[src/rtl/int_arbiter.sv]
// int_arbiter: latches device IRQs, applies mask/edge mode, presents one winner one-hot on hwint until eret.
// Define INT_PRIO_ROTATE_EN for round-robin selection; otherwise the lowest eligible index wins.
module int_arbiter #(
  parameter int N_SRC = 6,
  parameter int ID_W  = 3
) (
  input  logic             clk,
  input  logic             reset,
  input  logic [N_SRC-1:0] dev_irq,
  input  logic             we,
  input  logic [1:0]       addr,
  input  logic [31:0]      wdata,
  output logic [31:0]      rdata,
  input  logic             int_ack,
  input  logic             int_done,
  output logic [N_SRC-1:0] hwint,
  output logic [ID_W-1:0]  cur_id,
  output logic             busy
);

  typedef enum logic [1:0] {
    IDLE = 2'd0,
    REQ  = 2'd1,
    SVC  = 2'd2
  } state_t;

  state_t           state, state_nxt;
  logic [N_SRC-1:0] dev_q, pend, pend_nxt, edge_mode, mask, elig;
  logic [ID_W-1:0]  cur_id_nxt, sel_id;
  logic             sel_vld;
  logic             wr_pend, wr_edge, wr_mask, take;
  logic             unused_wdata;

  assign wr_pend      = we && (addr == 2'd0);
  assign wr_edge      = we && (addr == 2'd1);
  assign wr_mask      = we && (addr == 2'd2);
  assign elig         = pend & mask;
  assign take         = (state == REQ) && int_ack;
  assign busy         = (state == REQ) || (state == SVC);
  assign unused_wdata = ^wdata[31:N_SRC];

  // Level sources track the line directly; for edge sources a new edge beats a same-cycle clear.
  always_comb begin
    pend_nxt = pend;
    for (int i = 0; i < N_SRC; i++) begin
      if (!edge_mode[i])
        pend_nxt[i] = dev_irq[i];
      else if (dev_irq[i] && !dev_q[i])
        pend_nxt[i] = 1'b1;
      else if ((wr_pend && wdata[i]) || (take && (cur_id == ID_W'(i))))
        pend_nxt[i] = 1'b0;
    end
  end

`ifdef INT_PRIO_ROTATE_EN
  logic [ID_W-1:0] last_id, start_id;

  always_ff @(posedge clk or posedge reset) begin
    if (reset)
      last_id <= ID_W'(N_SRC - 1);
    else if (take)
      last_id <= cur_id;
  end

  assign start_id = (last_id >= ID_W'(N_SRC - 1)) ? '0 : last_id + 1'b1;

  // Lowest index at or above start_id; if none, wrap to the lowest eligible index.
  always_comb begin
    sel_vld = |elig;
    sel_id  = '0;
    for (int i = N_SRC - 1; i >= 0; i--)
      if (elig[i]) sel_id = ID_W'(i);
    for (int i = N_SRC - 1; i >= 0; i--)
      if (elig[i] && (ID_W'(i) >= start_id)) sel_id = ID_W'(i);
  end
`else
  always_comb begin
    sel_vld = |elig;
    sel_id  = '0;
    for (int i = N_SRC - 1; i >= 0; i--)
      if (elig[i]) sel_id = ID_W'(i);
  end
`endif

  always_comb begin
    state_nxt  = state;
    cur_id_nxt = cur_id;
    hwint      = '0;
    case (state)
      IDLE: begin
        if (sel_vld) begin
          state_nxt  = REQ;
          cur_id_nxt = sel_id;
        end
      end
      REQ: begin
        hwint = N_SRC'(1) << cur_id;
        if (int_ack)
          state_nxt = SVC;
        else if (!elig[cur_id])
          state_nxt = IDLE;
      end
      SVC: begin
        hwint = N_SRC'(1) << cur_id;
        if (int_done)
          state_nxt = IDLE;
      end
      default: state_nxt = IDLE;
    endcase
  end

  always_ff @(posedge clk or posedge reset) begin
    if (reset) begin
      dev_q     <= '0;
      pend      <= '0;
      edge_mode <= '0;
      mask      <= '0;
      state     <= IDLE;
      cur_id    <= '0;
    end else begin
      dev_q  <= dev_irq;
      pend   <= pend_nxt;
      state  <= state_nxt;
      cur_id <= cur_id_nxt;
      if (wr_edge) edge_mode <= wdata[N_SRC-1:0];
      if (wr_mask) mask      <= wdata[N_SRC-1:0];
    end
  end

  always_comb begin
    rdata = '0;
    case (addr)
      2'd0: rdata[N_SRC-1:0] = pend;
      2'd1: rdata[N_SRC-1:0] = edge_mode;
      2'd2: rdata[N_SRC-1:0] = mask;
      default: begin
        rdata[31]              = busy;
        rdata[ID_W+6:ID_W+5]   = state;
        rdata[ID_W-1:0]        = cur_id;
      end
    endcase
  end

endmodule

[config.mk]
export PLATFORM = sky130hd
export DESIGN_NAME = int_arbiter
export DESIGN_NICKNAME = d
export VERILOG_FILES = /design/src/rtl/int_arbiter.sv
export SDC_FILE = /design/constraint.sdc
export NUM_CORES = 1
export LEC_CHECK = 0
export ABC_CLOCK_PERIOD_IN_PS = 4700
export CAP_MARGIN = 20
export CORE_MARGIN = 8
export CORE_UTILIZATION = 44
export DETAILED_ROUTE_END_ITERATION = 10
export HOLD_SLACK_MARGIN = 0.06
export PLACE_DENSITY = 0.95
export SLEW_MARGIN = 15
export SYNTH_ARGS = -nofsm -noshare
export SYNTH_HDL_FRONTEND = slang
export SYNTH_SLANG_ARGS = --single-unit
[constraint.sdc]
create_clock -name clk -period 4.7 [get_ports clk]
set_clock_uncertainty 0.15 [all_clocks]
set_input_delay 0.94 -clock clk [delete_from_list [all_inputs] [get_ports clk]]
set_output_delay 0.94 -clock clk [all_outputs]
set_load 0.02 [all_outputs]
==> run summary <==
Status = finished, final reports clean
Post-synth top flop = dfrtp_1
Core footprint = 3940 µm²
Height of the die = 79.4 µm
DR DRC count = 0
FFs w/ async S/R, synth = 100%
VDD IR max = 0.000178 V
Vias in the first global route = 1395
CTS root buf = clkbuf_8
Final ANT Viol Nets = 0
Worst Hold Class = reg2reg
Routability congestion estimate = 0.912
Share of cells above drive strength 1 = 11.2%
Worst setup EP type = primary output
Final Cell Area = 2170 µm²
Crit path max fanout = 12
Post-Route WL = 4.03 mm
Ranking of synthesized cells by area = dfrtp_1, buf_4, mux2_2
Top Ports = 87
Global route total overflow = 0
Syn Inst Count = 167
CTS H-tree depth = 2
Crit Path Class = in2out
Worst-margin pin slew = 593 ps
Synth Register Bits = 29
TritonCTS Buffers = 5
# clock sinks = 29
Clk buf depth = 2
Fmax = 249 MHz
Core Rows = 23
Die footprint = 6300 µm²
Startpoint types = input port
Vias per cell = 5.38
Clk Latency, worst-skew pair = 290 ps
Yosys warns = 0
P per Cell Area = 502 nW/µm²
Setup Viol. Count Final = 0
Area grow syn2layout = 22.8%
Setup Fix Bufs, Post-CTS = 0
Drt first pass iters = 5
Buffers on Ports = 37
Most common cell after layout, fill and taps aside = clkdlybuf4s50_1
WP data required = 3610 ps
Synth Cell Area = 1770 µm²
Max Slew Vio Count = 0
Post-synthesis sequential area ratio = 41.0%
CTS tree = yes
Largest net degree at the start of global routing = 30
# nets final = 255
Max_cap viols = 0
Unique masters post-synth = 36
Area share of the largest cell type after synthesis = 41.0%
First-pass GRT wire length = 6.54 mm
DIE WIDTH = 79.4 µm
Final Cycle Share = 85.4%
Worst path arrival time = 2920 ps
Initial antenna violation count = 0
CTS clk-pin slew, worst paths = 60 ps
Final hold violation count = 0
RSZ-0062 raised after global routing = no
Routed len/inst = 15.7 µm
Hpwl dp = 3.13 mm
Tmin final = 4010 ps
Setup TNS = 0 ps
Initial DRC count = 135
Post-synth top area cell = dfrtp_1
Syn avg cell area = 10.6 µm²
Post-cts hold buffer count = 0
GRT Total Usage = 13.4%
Placed instance area = 2080 µm²
Most frequent cells in the layout = clkdlybuf4s50_1, dfrtp_1, conb_1
Cts repair resizes = 0
DR vias = 1376
Rel. slew slack = 60.4%
Number of antenna repair diodes = 0
Post-synth EDFFs = 0
Static leakage = 0.000919 µW
Initial Util = 44.8%
where the power goes:
group / total [µW] / internal, µW / switching (µW)
clock network: 207 / 116 / 91.1
registers: 387 / 303 / 84.0
logic: 496 / 229 / 267
total: 1090 / 648 / 442
registers in the layout, summed over array words and instances, names as in the netlist:
name,count
cur_id,3
mask,6
state,2
edge_mode,6
pend,6
dev_q,6
through the flow:
stage	util, %	power (µW)	worst slack, ps	hold WS (ps)	instances
2_1_floorplan	-	720	1830	345	189
3_3_place_gp	52.9	873	657	364	249
3_5_place_dp	52.9	887	650	387	249
4_1_cts	55.1	1100	645	401	256
5_1_grt	55.1	1160	553	424	256
6_report	55.1	1090	687	399	256
synth_stat cells, types with 3 or more instances:
cell / instances
inv_1: 8
a22o_1: 3
buf_4: 23
a21oi_1: 5
nor2_1: 5
a32oi_1: 4
nand2b_1: 3
buf_2: 3
dfrtp_1: 29
a32o_1: 8
ha_1: 4
o21ai_0: 5
and3_1: 3
mux2_2: 12
nor3_1: 5
nand2_1: 18
mux2i_1: 3
cells by family after synthesis:
logic type | synth area share [%]
buf+inv | 13.0
flops | 41.0
mux | 13.4
simple gates | 12.1
fa+ha+maj | 2.83
other cells | 0.212
compound gates | 17.5
area by class of cell:
type / instances / area, µm²
Timing Repair Buffer: 37 / 370
Inverter: 8 / 30.0
Multi-Input combinational cell: 125 / 896
Fill cell: 355 / 1770
Clock buffer: 7 / 86.3
Tap cell: 50 / 62.6
Sequential cell: 29 / 726
path summary, 6_finish.rpt:
kind                       startpoint            to  slack, ps  cells after the start
max                           addr[0]      rdata[1]        690                      3
min                          state[0]      state[0]        400                      2
max reg2reg                  state[1]       pend[1]       2820                      6
min reg2reg                  state[0]      state[0]        400                      2
max in group asynchronous       reset  edge_mode[0]       3120                      2
min in group asynchronous       reset      state[0]        890                      2
routing by layer:
| layer | track usage, % | vias to the layer above | part of all wire [%] |
|---|---|---|---|
| li1 | - | 654 | - |
| met1 | 15.7 | 657 | 40 |
| met2 | 21.3 | 56 | 49 |
| met3 | 4.39 | 9 | 10 |
| met4 | 7.04 | 0 | 1.6 |
| met5 | 0 | - | 0 |
worst max-delay path: stages:
cell             delay [ps]
clkdlybuf4s50_1         790
mux4_1                  630
clkdlybuf4s50_1         560
(Power assumes the default switching activity.)
